[config.mk]
export PLATFORM = sky130hd
export DESIGN_NAME = seq_divider
export DESIGN_NICKNAME = d
export VERILOG_FILES = /design/src/rtl/seq_divider.sv
export SDC_FILE = /design/constraint.sdc
export NUM_CORES = 1
export LEC_CHECK = 0
export BUFFER_PORTS_ARGS = -buffer_cell sky130_fd_sc_hd__buf_2
export CAP_MARGIN = 20
export CORE_ASPECT_RATIO = 0.6
export CORE_MARGIN = 2
export CORE_UTILIZATION = 35
export DETAILED_ROUTE_END_ITERATION = 10
export PLACE_DENSITY = 0.64
export REMOVE_ABC_BUFFERS = 1
export SLEW_MARGIN = 20
export SYNTH_ARGS = -nofsm -noshare
export SYNTH_HDL_FRONTEND = slang
export SYNTH_SLANG_ARGS = --single-unit
[constraint.sdc]
create_clock -name clk -period 4.4 [get_ports clk]
set_input_delay 0.88 -clock clk [delete_from_list [all_inputs] [get_ports clk]]
set_output_delay 0.88 -clock clk [all_outputs]
set_load 0.01 [all_outputs]
[src/rtl/seq_divider.sv]
// Multi-cycle unsigned restoring divider: one quotient bit per clock via a
// ripple-borrow trial subtraction, with a start/busy/done handshake.
//
// Handshake: start is sampled only while idle (busy=0, done=0). The accepting
// edge raises busy; busy falls on the edge that raises done, and done stays
// high for exactly one cycle. A start seen while busy or done is dropped.
module seq_divider #(
  parameter int WIDTH = 8
) (
  input  logic             clk,
  input  logic             rst_n,
  input  logic             start,
  input  logic [WIDTH-1:0] dividend,
  input  logic [WIDTH-1:0] divisor,
  output logic             busy,
  output logic             done,
  output logic [WIDTH-1:0] quotient,
  output logic [WIDTH-1:0] remainder,
  output logic             div_by_zero
);

  localparam int CW = $clog2(WIDTH + 1);

  typedef enum logic [1:0] {
    IDLE = 2'd0,
    RUN  = 2'd1,
    FIN  = 2'd2
  } state_t;

  state_t           state_q, state_d;
  logic [WIDTH-1:0] work_q;
  logic [WIDTH-1:0] rem_q;
  logic [WIDTH-1:0] dsr_q;
  logic [CW-1:0]    cnt_q;

  logic [WIDTH:0]   shifted;
  logic [WIDTH:0]   diff;
  logic             borrow;
  logic             diff_unused;
  logic [WIDTH-1:0] rem_next;
  logic             accept;
  logic             zero_div;
  logic             last_iter;

  // The shifted remainder needs WIDTH+1 bits (divisor may exceed 2^(WIDTH-1)),
  // so the subtraction carries one extra borrow bit above it.
  always_comb begin
    shifted   = {rem_q, work_q[WIDTH-1]};
    {borrow, diff} = {1'b0, shifted} - {2'b00, dsr_q};
    rem_next  = borrow ? shifted[WIDTH-1:0] : diff[WIDTH-1:0];
    accept    = (state_q == IDLE) && start;
    zero_div  = (dsr_q == '0);
    last_iter = (state_q == RUN) && (zero_div || (cnt_q == CW'(1)));
  end

  // diff[WIDTH] is always 0 when no borrow occurs, so it never reaches rem_next.
  assign diff_unused = diff[WIDTH];

  always_ff @(posedge clk or negedge rst_n) begin
    if (!rst_n) state_q <= IDLE;
    else        state_q <= state_d;
  end

  // A zero divisor still passes through RUN for one edge so its done lands at
  // E1 and the done cycle is spent in FIN, where start is ignored.
  always_comb begin
    state_d = state_q;
    unique case (state_q)
      IDLE:    if (accept) state_d = RUN;
      RUN:     if (last_iter) state_d = FIN;
      FIN:     state_d = IDLE;
      default: state_d = IDLE;
    endcase
  end

  always_ff @(posedge clk or negedge rst_n) begin
    if (!rst_n) begin
      work_q      <= '0;
      rem_q       <= '0;
      dsr_q       <= '0;
      cnt_q       <= '0;
      busy        <= 1'b0;
      done        <= 1'b0;
      quotient    <= '0;
      remainder   <= '0;
      div_by_zero <= 1'b0;
    end else begin
      done <= last_iter;
      if (accept) begin
        work_q <= dividend;
        dsr_q  <= divisor;
        rem_q  <= '0;
        cnt_q  <= CW'(WIDTH);
        busy   <= 1'b1;
      end else if (state_q == RUN) begin
        if (zero_div) begin
          quotient    <= '1;
          remainder   <= work_q;
          div_by_zero <= 1'b1;
          busy        <= 1'b0;
          cnt_q       <= '0;
        end else begin
          work_q <= {work_q[WIDTH-2:0], ~borrow};
          rem_q  <= rem_next;
          cnt_q  <= cnt_q - CW'(1);
          if (last_iter) begin
            quotient    <= {work_q[WIDTH-2:0], ~borrow};
            remainder   <= rem_next;
            div_by_zero <= 1'b0;
            busy        <= 1'b0;
          end
        end
      end
    end
  end

endmodule

==> metrics.md, run 1 <==
| Metric | Value |
|---|---|
| Yosys reg bits | 49 |
| Die Wd | 113 um |
| Setup repair bufs after CTS | 0 |
| Number of fillers in the final layout | 665 |
| Worst relative slew slack | 30.3% |
| Last weighted congestion value of the routability-driven placer | 0.859 |
| Via count of the first global-routing pass | 1944 |
| Buf+Inv Stages, Crit Path | 0 |
| Path type of the worst min-delay path | reg -> reg |
| Clock-pin slew reported for the worst setup and hold paths after clock tree synthesis | 0.06 ns |
| Largest net degree at the start of global routing | 34 |
| Least-Margin Pin Slew | 1.04 ns |
| Leakage power figure | 1.33 nW |
| DR vias | 1976 |
| Cell taking the most area after synthesis | sky130_fd_sc_hd__dfrtp_1 |
| Max-slew violation total from the final report | 0 |
| Total Die Area | 7910 um^2 |
| Synth Area in Adders | 5.77% |
| Combinational family with the most area after synthesis | compound AO/OA/AOI/OAI gates |
| Ys async rst share | 100% |
| Clock period minus final worst setup slack | 2.75 ns |
| Count of flip-flops with a built-in enable after synthesis | 0 |
| Die Y-Extent | 69.7 um |
| Routed WL | 5900 um |
| Initial Util | 36.9% |
| Crit path max fanout | 12 |
| Final standard cell count with taps included and fillers excluded | 365 |
| Area fraction in compound gates after synthesis | 21.0% |
| Overall Power | 2.58 mW |
| Sink Count | 49 |
| Boundary Pins | 38 |
| Slowest-stage cell, CP | sky130_fd_sc_hd__nor2_1 |
| Syn Std Cell Area | 2520 um^2 |
| Worst voltage drop across the vdd grid | 0.461 mV |
| Setup repair after global routing missed its margin | no |
| Latest clock arrival within the worst-skew pair | 0.29 ns |
| Share of the clock period used by the worst path after layout | 62.4% |
| First-pass GRT wire length | 10100 um |
| Post-DP HPWL | 4330 um |
| Hold buffer count at cts | 0 |
| Dominant cells by area after synthesis | sky130_fd_sc_hd__dfrtp_1 49%, sky130_fd_sc_hd__ha_1 5.0%, sky130_fd_sc_hd__mux2i_1 4.8% |
| Critical path required time | 4.62 ns |
| Setup CP Type | reg -> reg |
| Top cell type's share of synthesized area | 48.7% |
| CTS tree | built |
| Num rows | 23 |
| Root buffer cell | sky130_fd_sc_hd__clkbuf_16 |
| Run status | complete, no violations |
| Number of violations of the max-capacitance limit | 0 |
| Mux contribution to synthesized area | 5.67% |
| Num CTS Buffers | 5 |
| Gate family responsible for the most delay along the worst path | simple AND/OR/NAND/NOR gates |
| Number of setup violations in the final report | 0 |
| Endpoint class of the critical path | flip-flop |
| Post-route standard cell area excluding fillers | 2920 um^2 |
| Footprint of the flip-flops and latches | 1230 um^2 |
| Cell count after synthesis | 244 |
| Number of hold violations in the final report | 0 |
| Clock Tree Buf Depth | 2 |
| Startpoint class of the critical path | flip-flop |
| Setup tns final | 0 ns |
| Layout cells sized above 1 | 20.9% |
| Setup Slack @ Placement | 1.70 ns |
| Worst-case clock skew | 0.00369 ns |
| Yosys Warn Count | 0 |
| PD cells | 886 nW/um^2 |
| Ys flop type | sky130_fd_sc_hd__dfrtp_1 |
| Final layout net count | 308 |
| Instance area after placement | 2770 um^2 |
| Max Clk Rate | 364 MHz |
| First-pass iteration count of the detailed router | 5 |
| Number of antenna violations at the first check in global routing | 0 |
| Max stage delay on crit path | 0.84 ns |
| Fraction of the yosys area taken by sequential cells | 48.7% |
| Number of gates given a new drive strength after cts | 0 |
| Congestion Overflow GR | 0 |
| Distinct cell type count after synthesis | 50 |
| Syn_area_per_cell | 10.3 um^2 |
| Antenna Cells | 0 |
| Critical Path AT | 2.97 ns |
| Multi-input gate area | 1160 um^2 |
| Number of remaining DRC errors | 0 |
| Cell count after placement | 358 |
| Count of input and output buffers | 37 |
| H-Tree Depth | 2 |
| Ratio of routed vias to standard cells | 5.41 |
| Initial detailed-routing violation count | 109 |
| Post-synthesis xor/xnor area fraction | 1.39% |
| Routed length per instance | 16.2 um |
| Chain of cells forming the critical path | ha_1, a21oi_2, o221ai_1, nor2_1, mux2_2, o21ai_1 |
| Antenna-violating nets left | 0 |
| Final critical-path setup slack | 1.65 ns |
| Core Area | 6820 um^2 |
| Overall fraction of global-route tracks in use | 16.4% |
| Layout area overhead | 15.9% |
| Post-synthesis share of cell area spent on and, or, nand and nor gates | 12.0% |
## metal layers
layer  part of all wire (%)  wire length (um)  vias to the layer above  track usage, %
met5                      0                 0                        -               0
met4                    1.5                89                        0            4.88
met3                    5.4               316                       10            5.07
met2                     38              2260                       48            21.1
li1                       -                 -                      948               -
met1                     55              3240                      970            25.7
## power breakdown
part	total [mW]	switching (mW)	internal, mW
Sequential	0.827	0.158	0.669
Clock	0.387	0.163	0.224
Combinational	1.37	0.810	0.559
## synth_stat cells, types with 2 or more instances
cell,n
sky130_fd_sc_hd__o21ai_0,13
sky130_fd_sc_hd__o21ai_1,22
sky130_fd_sc_hd__clkbuf_1,4
sky130_fd_sc_hd__nor3_1,2
sky130_fd_sc_hd__a21o_1,2
sky130_fd_sc_hd__a31oi_1,3
sky130_fd_sc_hd__nand2_1,28
sky130_fd_sc_hd__nand3_1,2
sky130_fd_sc_hd__nor2_1,9
sky130_fd_sc_hd__xor2_1,4
sky130_fd_sc_hd__buf_6,2
sky130_fd_sc_hd__ha_1,10
sky130_fd_sc_hd__buf_2,4
sky130_fd_sc_hd__inv_1,16
sky130_fd_sc_hd__buf_4,2
sky130_fd_sc_hd__a211oi_1,3
sky130_fd_sc_hd__a22oi_1,8
sky130_fd_sc_hd__mux2_2,2
sky130_fd_sc_hd__o21bai_1,2
sky130_fd_sc_hd__nor3b_1,3
sky130_fd_sc_hd__dfrtp_1,49
sky130_fd_sc_hd__mux2i_1,12
sky130_fd_sc_hd__o22a_1,7
sky130_fd_sc_hd__nand2b_1,3
sky130_fd_sc_hd__a21oi_1,4
sky130_fd_sc_hd__o31ai_1,4
## area by class of cell
class                           instances  share of cell area (%)
Sequential cell                        49                    42.0
Multi-Input combinational cell        166                    39.9
Timing Repair Buffer                   39                    7.29
Clock buffer                            7                    4.89
Tap cell                               87                    3.73
Inverter                               17                    2.19
## metrics by stage
step	hold WS (ns)	util, %
2_1_floorplan	0.449	-
3_3_place_gp	0.453	40.3
3_5_place_dp	0.467	40.6
4_1_cts	0.481	42.7
5_1_grt	0.507	42.8
6_report	0.473	42.8
## worst register-to-register path, cell delays in order (launching register included)
cell and delay (ns):
sky130_fd_sc_hd__dfrtp_1 0.40, sky130_fd_sc_hd__ha_1 0.41, sky130_fd_sc_hd__a21oi_2 0.27, sky130_fd_sc_hd__o221ai_1 0.19, sky130_fd_sc_hd__nor2_1 0.84, sky130_fd_sc_hd__mux2_2 0.43
sky130_fd_sc_hd__o21ai_1 0.12
## kinds of logic (layout without fill, tap and decap cells)
group,after synthesis,count (layout)
xor gates and xnor gates,4,4
adders and majority gates,11,11
muxes,14,14
AOI/OAI and AO/OA,78,78
DFF,49,49
buffers and inverters,29,63
and+or+nand+nor,59,59
## path summary, 6_finish.rpt
path	cells past startpoint	slack [ns]	to	start
max	6	1.65	rem_q[0]	rem_q[5]
min	1	0.47	div_by_zero	div_by_zero
max reg2reg	6	1.65	rem_q[0]	rem_q[5]
min reg2reg	1	0.47	div_by_zero	div_by_zero
max in group asynchronous	2	3.33	work_q[4]	rst_n
min in group asynchronous	1	0.54	div_by_zero	rst_n
## cell usage in the layout, fill, tap and decap left out, drive strengths merged, types with 2 or more instances in the layout
cell type / count
dfrtp: 49
buf: 39
o21ai: 36
nand2: 28
inv: 16
mux2i: 12
nor2: 11
ha: 10
a22oi: 8
o22a: 7
clkbuf: 7
a21oi: 5
xor2: 4
o31ai: 4
nor3b: 4
nand2b: 3
a211oi: 3
a31oi: 3
nor3: 3
nand3: 2
mux2: 2
o21bai: 2
a21o: 2
or4: 2
## sequential cells by signal, indices dropped and copies added, names as in the netlist
name and flops:
rem_q 8, remainder 8, quotient 8, busy 1, done 1, dsr_q 8
cnt_q 4, state_q 2, div_by_zero 1, work_q 8
Note: power is estimated with default switching activity, not from simulation.
==> run 2, diff against run 1 <==
==> constraint.sdc (replaced) <==
create_clock -name clk -period 2.9 [get_ports clk]
set_input_delay 0.58 -clock clk [delete_from_list [all_inputs] [get_ports clk]]
set_output_delay 0.58 -clock clk [all_outputs]
set_load 0.01 [all_outputs]
==> run 2 against run 1 <==
Against the previous run:
- count of clock-buffer cells in the layout is 2 lower
- maximum frequency grew 19%
- die area unchanged
- combinational power up 55%
- final area increased by 0.73%
- sequential share of layout area decreased by 0.30 points
- critical endpoint is now remainder[5]
- first-iteration DRC count fell by 18%
==> metrics.md, run 2 (synthesis gave the netlist of run 1 again) <==
| Metric | Value |
|---|---|
| Run status | complete, no violations |
| Latest clock arrival within the worst-skew pair | 0.29 ns |
| Num CTS Buffers | 5 |
| Clock Tree Buf Depth | 2 |
| Count of input and output buffers | 37 |
| Largest net degree at the start of global routing | 34 |
| Post-layout util | 43.1% |
| H-Tree Depth | 2 |
| Worst relative slew slack | 54.2% |
| Startpoint class of the critical path | flip-flop |
| Max-slew violation total from the final report | 0 |
| Layout cells sized above 1 | 22.5% |
| Num rows | 23 |
| Total Die Area | 7910 um^2 |
| Die Y-Extent | 69.7 um |
| Critical Path AT | 2.47 ns |
| Clock period minus final worst setup slack | 2.31 ns |
| Initial detailed-routing violation count | 89 |
| Critical path required time | 3.06 ns |
| DR vias | 1948 |
| Root buffer cell | sky130_fd_sc_hd__clkbuf_16 |
| Via count of the first global-routing pass | 1894 |
| Final layout net count | 313 |
| Number of hold violations in the final report | 0 |
| Layout area overhead | 16.8% |
| Endpoint class of the critical path | flip-flop |
| Worst-case clock skew | 0.00548 ns |
| Post-DP HPWL | 4410 um |
| Worst voltage drop across the vdd grid | 0.526 mV |
| Boundary Pins | 38 |
| Overall fraction of global-route tracks in use | 15.9% |
| Most common cell after layout, fill and taps aside | sky130_fd_sc_hd__dfrtp_1 |
| Ratio of routed vias to standard cells | 5.25 |
| Sink Count | 49 |
| Core Area | 6820 um^2 |
| Antenna-violating nets left | 0 |
| Max Clk Rate | 433 MHz |
| PD cells | 1340 nW/um^2 |
| First-pass GRT wire length | 9800 um |
| Least-Margin Pin Slew | 0.684 ns |
| Setup repair after global routing missed its margin | no |
| Number of antenna violations at the first check in global routing | 0 |
| Initial Util | 36.9% |
| Die Wd | 113 um |
| Setup repair bufs after CTS | 0 |
| Clock-pin slew reported for the worst setup and hold paths after clock tree synthesis | 0.07 ns |
| Setup CP Type | reg -> reg |
| Number of violations of the max-capacitance limit | 0 |
| Hold buffer count at cts | 0 |
| Number of setup violations in the final report | 0 |
| Number of fillers in the final layout | 668 |
| Overall Power | 3.95 mW |
| Path type of the worst min-delay path | in -> async |
| Congestion Overflow GR | 0 |
| Number of remaining DRC errors | 0 |
| Routed length per instance | 15.8 um |
| First-pass iteration count of the detailed router | 4 |
| Leakage power figure | 1.34 nW |
| CTS tree | built |
| Antenna Cells | 0 |
| Most used cells in the layout excluding fill and tap cells | 49 x sky130_fd_sc_hd__dfrtp_1, 37 x sky130_fd_sc_hd__buf_2, 28 x sky130_fd_sc_hd__nand2_1 |
| Crit path max fanout | 12 |
| Routed WL | 5860 um |
| Last weighted congestion value of the routability-driven placer | 0.838 |
| Share of the clock period used by the worst path after layout | 79.6% |
| Number of gates given a new drive strength after cts | 0 |
run 2: cell types whose count changed in the layout (fill, tap and decap cells not counted), sizes merged:
cell      previous run  this run
buf                 39        44
clkinvlp             0         1
clkbuf               7         5
clkinv               1         3
run 2: critical path, cell delays in order (launching register included):
cell and delay (ns):
sky130_fd_sc_hd__dfrtp_1 0.43, sky130_fd_sc_hd__ha_1 0.43, sky130_fd_sc_hd__nand4_1 0.16, sky130_fd_sc_hd__a2111oi_2 0.47, sky130_fd_sc_hd__nor2_1 0.07, sky130_fd_sc_hd__buf_4 0.21
sky130_fd_sc_hd__a222oi_1 0.28, sky130_fd_sc_hd__o31ai_1 0.12
run 2: stage by stage:
| stage | hold slack [ns] | setup slack [ns] | instance area, um^2 | setup TNS, ns | instances |
|---|---|---|---|---|---|
| 6_report | 0.311 | 0.592 | 2940 | 0 | 371 |
| 5_1_grt | 0.365 | 0.443 | 2940 | 0 | 371 |
| 4_1_cts | 0.329 | 0.607 | 2940 | 0 | 371 |
| 3_5_place_dp | 0.462 | 0.624 | 2800 | 0 | 363 |
| 3_3_place_gp | 0.454 | 0.593 | 2800 | 0 | 363 |
| 2_1_floorplan | 0.284 | -0.249 | 2440 | -1.36 | 232 |
run 2: path summary, 6_finish.rpt:
path | from | end | slack [ns] | cells past startpoint
min reg2reg | busy | busy | 0.47 | 1
max | rem_q[4] | remainder[5] | 0.59 | 7
min | rst_n | busy | 0.31 | 1
max reg2reg | rem_q[4] | remainder[5] | 0.59 | 7
min in group clk | busy | busy | 0.47 | 1
max in group asynchronous | rst_n | quotient[2] | 1.96 | 2
run 2: layout make-up:
cell class	instances	area (um^2)	area share, %
sequential	49	1230	41.7
multi-input combinational	166	1160	39.4
timing repair buffer	44	238	8.09
clock buffer	5	125	4.26
tap	87	109	3.71
inverter	17	63.8	2.17
clock inverter	3	17.5	0.596
run 2: routing by layer:
metal / GRT usage (%) / part of all wire, %
met1: 24.8 / 54
met2: 21.2 / 39
met3: 4.37 / 5.9
met4: 4.47 / 0.78
met5: 0 / 0
run 2: power breakdown:
group          switching, mW  internal (mW)
Sequential             0.249           1.01
Clock                  0.249          0.316
Combinational           1.23          0.886
==> run 3, diff against run 2 <==
==> constraint.sdc (replaced) <==
create_clock -name clk -period 2.3 [get_ports clk]
set_input_delay 0.46 -clock clk [delete_from_list [all_inputs] [get_ports clk]]
set_output_delay 0.46 -clock clk [all_outputs]
set_load 0.01 [all_outputs]
==> run 3 against run 2 <==
Against the previous run:
- sequential power rose by 27%
- worst setup slack got worse by 0.45 ns
- count of clock-buffer cells in the layout rose by 1
- via count up 1.3%
- critical path depth unchanged
- cell count increased by 1.9%
==> metrics.md, run 3 (synthesis gave the netlist of run 1 again) <==
| Metric | Value |
|---|---|
| Most common cell after layout, fill and taps aside | sky130_fd_sc_hd__dfrtp_1 |
| Crit path max fanout | 7 |
| Worst-case clock skew | 0.00567 ns |
| Instance area after placement | 2860 um^2 |
| PD cells | 1740 nW/um^2 |
| Num CTS Buffers | 5 |
| H-Tree Depth | 2 |
| CTS tree | built |
| Number of hold violations in the final report | 0 |
| Critical Path AT | 2.38 ns |
| Endpoint class of the critical path | flip-flop |
| Ratio of routed vias to standard cells | 5.22 |
| Max-slew violation total from the final report | 0 |
| Core Area | 6820 um^2 |
| Chain of cells forming the critical path | ha_1, nand4_1, a2111oi_4, nor2_1, buf_4, mux2_2, o21ai_1 |
| Antenna Cells | 0 |
| Layout cells sized above 1 | 25.4% |
| Layout area overhead | 22.1% |
| Max Clk Rate | 463 MHz |
| Clock-pin slew reported for the worst setup and hold paths after clock tree synthesis | 0.07 ns |
| Least-Margin Pin Slew | 0.623 ns |
| Antenna-violating nets left | 0 |
| Run status | complete, no violations |
| Root buffer cell | sky130_fd_sc_hd__clkbuf_16 |
| Setup tns final | 0 ns |
| Routed WL | 5980 um |
| Count of input and output buffers | 37 |
| Sink Count | 49 |
| Gate family responsible for the most delay along the worst path | compound AO/OA/AOI/OAI gates |
| Worst hold slack after final layout | 0.265 ns |
| First-pass iteration count of the detailed router | 4 |
| Post-route standard cell area excluding fillers | 3070 um^2 |
| Die Y-Extent | 69.7 um |
| Boundary Pins | 38 |
| Final layout net count | 320 |
| Buf+Inv Stages, Crit Path | 1 |
| Num rows | 23 |
| Number of fillers in the final layout | 639 |
| Latest clock arrival within the worst-skew pair | 0.29 ns |
| Number of violations of the max-capacitance limit | 0 |
| Slowest-stage cell, CP | sky130_fd_sc_hd__ha_1 |
| Largest net degree at the start of global routing | 50 |
| Setup CP Type | reg -> reg |
| Worst relative slew slack | 58.4% |
| Number of antenna violations at the first check in global routing | 0 |
| Max stage delay on crit path | 0.43 ns |
| Leakage power figure | 1.40 nW |
| Post-DP HPWL | 4400 um |
| Routed length per instance | 15.8 um |
| Via count of the first global-routing pass | 1894 |
| Overall fraction of global-route tracks in use | 15.7% |
| Startpoint class of the critical path | flip-flop |
| Setup slack on the worst flop-to-flop path | 0.14 ns |
| Multi-input gate area | 1200 um^2 |
| Cell count after placement | 370 |
| Footprint of the flip-flops and latches | 1230 um^2 |
| Setup repair bufs after CTS | 0 |
| Total Die Area | 7910 um^2 |
| Final standard cell count with taps included and fillers excluded | 378 |
| Number of setup violations in the final report | 0 |
| Share of the clock period used by the worst path after layout | 93.9% |
| Congestion Overflow GR | 0 |
| Die Wd | 113 um |
| First-pass GRT wire length | 9740 um |
| Initial detailed-routing violation count | 86 |
| DR vias | 1973 |
| Worst voltage drop across the vdd grid | 0.756 mV |
| Initial Util | 36.9% |
| Hold buffer count at cts | 0 |
| Number of remaining DRC errors | 0 |
| Clock Tree Buf Depth | 2 |
| Most used cells in the layout excluding fill and tap cells | 49 x sky130_fd_sc_hd__dfrtp_1, 37 x sky130_fd_sc_hd__buf_2, 28 x sky130_fd_sc_hd__nand2_1 |
| Path type of the worst min-delay path | in -> async |
| Clock period minus final worst setup slack | 2.16 ns |
| Last weighted congestion value of the routability-driven placer | 0.904 |
| Critical path required time | 2.52 ns |
==> run 3: layer usage <==
metal	part of all wire [%]	track usage, %	vias to the layer above	routed length [um]
met5	0	0	-	0
met4	0.57	4.20	0	34
met3	6.1	4.37	2	366
met2	39	19.6	52	2320
met1	54	25.6	947	3250
li1	-	-	972	-
==> run 3: repair_timing <==
| item | in CTS | in global routing |
|---|---|---|
| endpoints found under the setup margin | 0 | 16 |
| gates resized for setup | 0 | 7 |
| hold endpoints to repair | 0 | 0 |
==> run 3: worst paths after layout <==
kind / from / to / cells after the start
max: rem_q[4] / rem_q[0] / 7
min: rst_n / busy / 2
max reg2reg: rem_q[4] / rem_q[0] / 7
min reg2reg: busy / busy / 1
max in group asynchronous: rst_n / work_q[1] / 2
min in group clk: divisor[4] / dsr_q[4] / 3
==> run 3: report_power, final <==
group / switching (mW) / internal, mW
sequential: 0.318 / 1.28
combinational: 1.63 / 1.28
clock: 0.321 / 0.516
==> run 3: through the flow <==
| stage | utilization, % | power, mW | setup WS (ns) |
|---|---|---|---|
| after CTS | 44.4 | 5.25 | 0.0559 |
| after detailed placement | 41.9 | 4.38 | 0.0799 |
| after global routing | 45.1 | 5.78 | -0.0119 |
| after global placement | 41.9 | 4.35 | 0.107 |
| after floorplan | - | 3.46 | -0.729 |
| final | 45.1 | 5.35 | 0.140 |
==> run 3: final cells by class <==
class                      instances  area share (%)
multi-input combinational        166            39.2
clock inverter                     2            1.26
inverter                          17            2.08
clock buffer                       6            4.19
tap                               87            3.54
timing repair buffer              51            9.85
sequential                        49            39.9
